[src/rtl/sram_arbiter.sv]
// SRAM port arbiter: data beats fetch, holds the op until success,
// inserts a release cycle, places store lanes and aborts hung accesses.
module sram_arbiter #(
  parameter int TIMEOUT_CYCLES = 16,
  parameter int CNT_W = 5
) (
  input  logic        clk50,
  input  logic        rst,
  input  logic        inst_req_i,
  input  logic [31:0] inst_addr_i,
  output logic [31:0] inst_data_o,
  output logic        inst_ready_o,
  input  logic        data_req_i,
  input  logic [3:0]  data_op_i,
  input  logic [31:0] data_addr_i,
  input  logic [31:0] data_wdata_i,
  output logic [31:0] data_rdata_o,
  output logic        data_ready_o,
  output logic        err_o,
  output logic        stall_o,
  output logic [3:0]  ramOp_o,
  output logic [19:0] ramAddr_o,
  output logic [31:0] storeData_o,
  input  logic [31:0] loadData_i,
  input  logic        success_i
);

  localparam logic [3:0] MEM_NOP = 4'd0;
  localparam logic [3:0] MEM_LB  = 4'd1;
  localparam logic [3:0] MEM_LH  = 4'd2;
  localparam logic [3:0] MEM_LW  = 4'd3;
  localparam logic [3:0] MEM_LBU = 4'd4;
  localparam logic [3:0] MEM_LHU = 4'd5;
  localparam logic [3:0] MEM_SB  = 4'd6;
  localparam logic [3:0] MEM_SH  = 4'd7;
  localparam logic [3:0] MEM_SW  = 4'd8;

  localparam logic [1:0] IDLE      = 2'd0;
  localparam logic [1:0] DATA_BUSY = 2'd1;
  localparam logic [1:0] INST_BUSY = 2'd2;
  localparam logic [1:0] RELEASE   = 2'd3;

  logic [1:0]       state;
  logic [CNT_W-1:0] cnt;
  logic             data_go;
  logic             inst_go;
  logic             data_ok;
  logic             timed_out;
  logic             unused_ok;

  function automatic logic op_valid(input logic [3:0] op);
    return op inside {MEM_LB, MEM_LH, MEM_LW, MEM_LBU,
                      MEM_LHU, MEM_SB, MEM_SH, MEM_SW};
  endfunction

  function automatic logic is_store(input logic [3:0] op);
    return op inside {MEM_SB, MEM_SH, MEM_SW};
  endfunction

  function automatic logic [31:0] place(
    input logic [3:0]  op,
    input logic [31:0] wd
  );
    logic [31:0] r;
    r = '0;
    unique case (1'b1)
      (op == MEM_SB): r = {wd[7:0], 24'b0};
      (op == MEM_SH): r = {wd[15:0], 16'b0};
      (op == MEM_SW): r = wd;
      default:        r = '0;
    endcase
    return r;
  endfunction

  // A ready pulse already in flight must not re-grant the same request.
  assign data_go   = data_req_i & ~data_ready_o;
  assign inst_go   = inst_req_i & ~inst_ready_o;
  assign stall_o   = data_go | inst_go;
  assign data_ok   = op_valid(data_op_i);
  assign timed_out = (cnt == CNT_W'(TIMEOUT_CYCLES - 1));

  assign unused_ok = ^{inst_addr_i[31:22], inst_addr_i[1:0],
                       data_addr_i[31:22], data_addr_i[1:0], MEM_NOP};

  always_ff @(posedge clk50 or posedge rst) begin
    if (rst) begin
      state        <= IDLE;
      cnt          <= '0;
      ramOp_o      <= '0;
      ramAddr_o    <= '0;
      storeData_o  <= '0;
      inst_data_o  <= '0;
      data_rdata_o <= '0;
      inst_ready_o <= 1'b0;
      data_ready_o <= 1'b0;
      err_o        <= 1'b0;
    end else begin
      inst_ready_o <= 1'b0;
      data_ready_o <= 1'b0;
      err_o        <= 1'b0;
      unique case (state)
        IDLE: begin
          cnt <= '0;
          if (data_go && data_ok) begin
            state       <= DATA_BUSY;
            ramOp_o     <= data_op_i;
            ramAddr_o   <= data_addr_i[21:2];
            storeData_o <= place(data_op_i, data_wdata_i);
          end else if (data_go) begin
            data_ready_o <= 1'b1;
            data_rdata_o <= '0;
          end else if (inst_go) begin
            state       <= INST_BUSY;
            ramOp_o     <= MEM_LW;
            ramAddr_o   <= inst_addr_i[21:2];
            storeData_o <= '0;
          end
        end
        DATA_BUSY, INST_BUSY: begin
          if (success_i) begin
            state   <= RELEASE;
            ramOp_o <= '0;
            cnt     <= '0;
            if (state == INST_BUSY) begin
              inst_ready_o <= 1'b1;
              inst_data_o  <= loadData_i;
            end else begin
              data_ready_o <= 1'b1;
              if (!is_store(ramOp_o)) data_rdata_o <= loadData_i;
            end
          end else if (timed_out) begin
            state   <= RELEASE;
            ramOp_o <= '0;
            cnt     <= '0;
            err_o   <= 1'b1;
            if (state == INST_BUSY) begin
              inst_ready_o <= 1'b1;
              inst_data_o  <= '0;
            end else begin
              data_ready_o <= 1'b1;
              data_rdata_o <= '0;
            end
          end else begin
            cnt <= cnt + 1'b1;
          end
        end
        RELEASE: begin
          state <= IDLE;
        end
        default: begin
          state   <= IDLE;
          ramOp_o <= '0;
        end
      endcase
    end
  end

endmodule

[config.mk]
export PLATFORM = sky130hd
export DESIGN_NAME = sram_arbiter
export DESIGN_NICKNAME = d
export VERILOG_FILES = /design/src/rtl/sram_arbiter.sv
export SDC_FILE = /design/constraint.sdc
export NUM_CORES = 1
export LEC_CHECK = 0
export ABC_CLOCK_PERIOD_IN_PS = 5400
export CORE_MARGIN = 2
export CORE_UTILIZATION = 42
export CTS_CLUSTER_SIZE = 40
export DETAILED_ROUTE_END_ITERATION = 8
export GPL_ROUTABILITY_DRIVEN = 0
export PLACE_DENSITY = 0.8
export SYNTH_ARGS = -nofsm -noshare
export SYNTH_HDL_FRONTEND = slang
export SYNTH_SLANG_ARGS = --single-unit
[constraint.sdc]
create_clock -name clk50 -period 5.4 [get_ports clk50]
set_input_delay 1.08 -clock clk50 [delete_from_list [all_inputs] [get_ports clk50]]
set_output_delay 1.08 -clock clk50 [all_outputs]
set_load 0.01 [all_outputs]
==> metrics.md <==
| Metric | Value |
|---|---|
| Synth async-reset ratio | `100%` |
| Final Util | `66.6%` |
| Critical path class | `primary input to output pin` |
| Avg WL per Cell | `19.2 um` |
| Maximum number of pins on one net before global-route repair | `72` |
| Syn Nets | `599` |
| Startpoint Class | `primary input` |
| IR drop worst, VDD | `0.000321 V` |
| Initial DRC count | `258` |
| Antenna-violating nets left | `0` |
| Final Total Pwr | `4.59 mW` |
| Via Count | `around 4900` |
| Seq/Total Area, Yosys | `56.1%` |
| Initial antenna violation count | `0` |
| Hold_ws | `483 ps` |
| Die span in x | `121 um` |
| Final setup fails | `0` |
| YS warnings | `0` |
| Worst-Skew Late Latency | `420 ps` |
| Compound-Gate Fraction of Synth Area | `12.3%` |
| Row Count | `between 40 and 50` |
| TNS Setup | `0 ps` |
| # clock sinks | `130` |
| Rel. slew slack | `24.1%` |
| Setup Fix Bufs, Post-CTS | `0` |
| Crit end category | `output pin` |
| Post-CTS Resized | `0` |
| Final min period | `approximately 3500 ps` |
| Max FO, Critical Path | `4` |
| CP Data Required Time | `4320 ps` |
| Switch share | `33.3%` |
| Cell internal pwr | `3.06 mW` |
| Core area | `around 13000 um^2` |
| Die Y | `approximately 120 um` |
| Period utilization | `64.9%` |
| Clk buf depth | `2` |
| Max-cap violations | `0` |
| Biggest cell delay along the critical path | `580 ps` |
| Drc violations | `0` |
| Ant diodes | `0` |
| Share of cells above drive strength 1 | `13.1%` |
| Htree depth | `4` |
| Max Clk Rate | `0.285 GHz` |
| Post-synth EDFFs | `0` |
| Post-synthesis adder-cell area fraction | `0.863%` |
| DR WL met2 | `a little over 8000 um` |
| Flop pwr share | `31.7%` |
| Switch Pwr | `1.53 mW` |
| Unrepaired setup endpoints after global routing | `no` |
| Area growth syn-to-layout | `53.5%` |
| Arr. time, crit path | `between 2000 and 2500 ps` |
| Final Max Slew Viols | `0` |
| #FFs+latches synth | `130` |
| Cell chosen for the clock root | `clkbuf_16` |
| CP max-delay cell | `clkdlybuf4s50_1` |
| Die footprint | `approximately 15000 um^2` |
| Simple-gate portion of the synthesized area | `8.44%` |
| Gr ovfl total | `0` |
| Total CTS buffers | `17` |
| Final hold violation count | `0` |
| Buf/Inv on CP | `2` |
| Clock Power Share | `about a quarter` |
| GRT Util Overall | `23.4%` |
| Leak | `approximately 4 nW` |
| Post-Route WL | `16900 um` |
| M1 wire length | `between 6000 and 7000 um` |
| CTS tree | `yes` |
| Worst Setup Slack, final | `between 1500 and 2000 ps` |
| Clock skew | `between 9 and 10 ps` |
| Nets | `832` |
| HP Class | `flip-flop to flip-flop` |
| DR WL met3 | `1850 um` |
| Hold Buf Count CTS | `0` |
| Largest delay share family, worst path | `buffers and inverters` |
| Port Buf Inserts | `~240` |
| Library cells used by synthesis | `40` |
| Initial core utilization | `43.4%` |
| Vias in the first global route | `5096` |
| I/O Pins | `about 260` |
| PD cells | `515 nW/um^2` |
| Multiplexer share of the synthesized area | `18.1%` |
| Max Used Layer | `met4` |
| Clk slew on worst S/H paths | `50 ps` |
| Ys flop type | `dfrtp_1` |
| Vias/cell | `5.52` |
| Synthesized area | `~5800 um^2` |
| Synth Area in XOR/XNOR | `0%` |
| First-pass GRT wire length | `~26000 um` |
| Drt first pass iters | `8` |
| Worst-path cell chain | `clkdlybuf4s50_1 -> nand2b_1 -> nand2_1 -> clkdlybuf4s50_1` |
| Setup WS pre-CTS | `1590 ps` |
| Least-Margin Pin Slew | `about 1100 ps` |
| Average size of a mapped cell | `between 10 and 15 um^2` |
| Status | `finished, final reports clean` |
| Post-DP HPWL | `11900 um` |
| Main combinational cell family by area after synthesis | `multiplexers` |
| Post-Synthesis Cells | `between 400 and 500` |
| Cell repeated most along the worst path | `clkdlybuf4s50_1` |
| Logic pwr share | `43.7%` |
==> synthesized netlist by cell type, types with 8 or more instances <==
| master | number | area [um^2] |
|---|---|---|
| a222oi_1 | 8 | 80.1 |
| a22o_1 | 32 | 280 |
| a22oi_1 | 8 | 60.1 |
| and3_1 | 34 | 213 |
| clkbuf_1 | 22 | 82.6 |
| dfrtp_1 | 130 | 3250 |
| inv_1 | 25 | 93.8 |
| mux2_1 | 30 | 338 |
| mux2_2 | 47 | 529 |
| mux2i_1 | 18 | 180 |
| nand2_1 | 23 | 86.3 |
| o2bb2ai_1 | 16 | 140 |
==> routing by layer <==
layer / vias to the layer above / global-route usage, %
met5: - / 0
met4: 0 / 8.12
met3: 33 / 9.59
met2: 241 / 38.9
met1: 2428 / 27.4
li1: 2150 / -
==> power by group through the flow <==
stage	logic (mW)	registers (mW)	clock network [mW]
floorplan	0.985	1.57	0
global placement	1.96	1.44	0
detailed placement	2.02	1.46	0
CTS	2.02	1.45	1.15
global route	2.14	1.49	1.19
finish	2.00	1.45	1.13
==> worst paths after layout <==
check	from	cells after the start	slack (ps)	to
worst max-delay path	data_req_i	4	1890	stall_o
worst min-delay path	data_rdata_o[26]$_DFFE_PP0P_	1	480	data_rdata_o[26]$_DFFE_PP0P_
worst max register to register	state[0]$_DFFE_PP0P_	7	2390	ramOp_o[0]$_DFFE_PP0P_
worst min register to register	data_rdata_o[26]$_DFFE_PP0P_	1	480	data_rdata_o[26]$_DFFE_PP0P_
max in group asynchronous	rst	3	3220	storeData_o[13]$_DFFE_PP0P_
min in group asynchronous	rst	2	1210	ramAddr_o[5]$_DFFE_PP0P_
==> cells in the final DEF, fill, tap and decap left out, types with 4 or more instances in the layout <==
master and instances:
a21oi_1 4, a222oi_1 8, a22o_1 32, a22oi_1 8
and3_1 34, buf_4 10, clkbuf_16 17, clkdlybuf4s50_1 236
dfrtp_1 130, ha_1 4, inv_1 24, mux2_1 30
mux2_2 47, mux2i_1 18, nand2_1 23, nor2_1 7
o21ai_0 7, o2bb2ai_1 16
==> sequential cells by signal (all words and copies together), names as in the netlist <==
name and count:
data_rdata_o 32, inst_data_o 32, storeData_o 32, ramAddr_o 20, cnt 5, ramOp_o 4, state 2, data_ready_o 1
err_o 1, inst_ready_o 1
==> through the flow <==
stage	instance area (um^2)	cells
floorplan	5800	458
global placement	8320	848
detailed placement	8320	848
CTS	8900	879
global route	8900	879
finish	8900	879
==> worst register-to-register path, delay by kind of cell, from the launching register on <==
family                     cells  cell delay, ps
buffers and inverters          2             400
muxes                          1             430
DFF                            1             370
and+or+nand+nor                3            1190
adders and majority gates      1             510
==> cell families (layout without fill, tap and decap cells) <==
group / count (synthesis) / after routing
muxes: 95 / 95
DFF: 130 / 130
AOI/OAI and AO/OA: 85 / 85
and+or+nand+nor: 87 / 87
buffers and inverters: 57 / 302
adders and majority gates: 4 / 4
==> layout make-up <==
class | count | area [um^2]
fillers | 1018 | 4450
flip-flops and latches | 130 | 3250
repair buffers | 246 | 2440
multi-input cells | 271 | 2310
clock buffers | 22 | 474
well taps | 176 | 220
clock inverters | 9 | 106
inverters | 25 | 96.3
(Power assumes the default switching activity.)
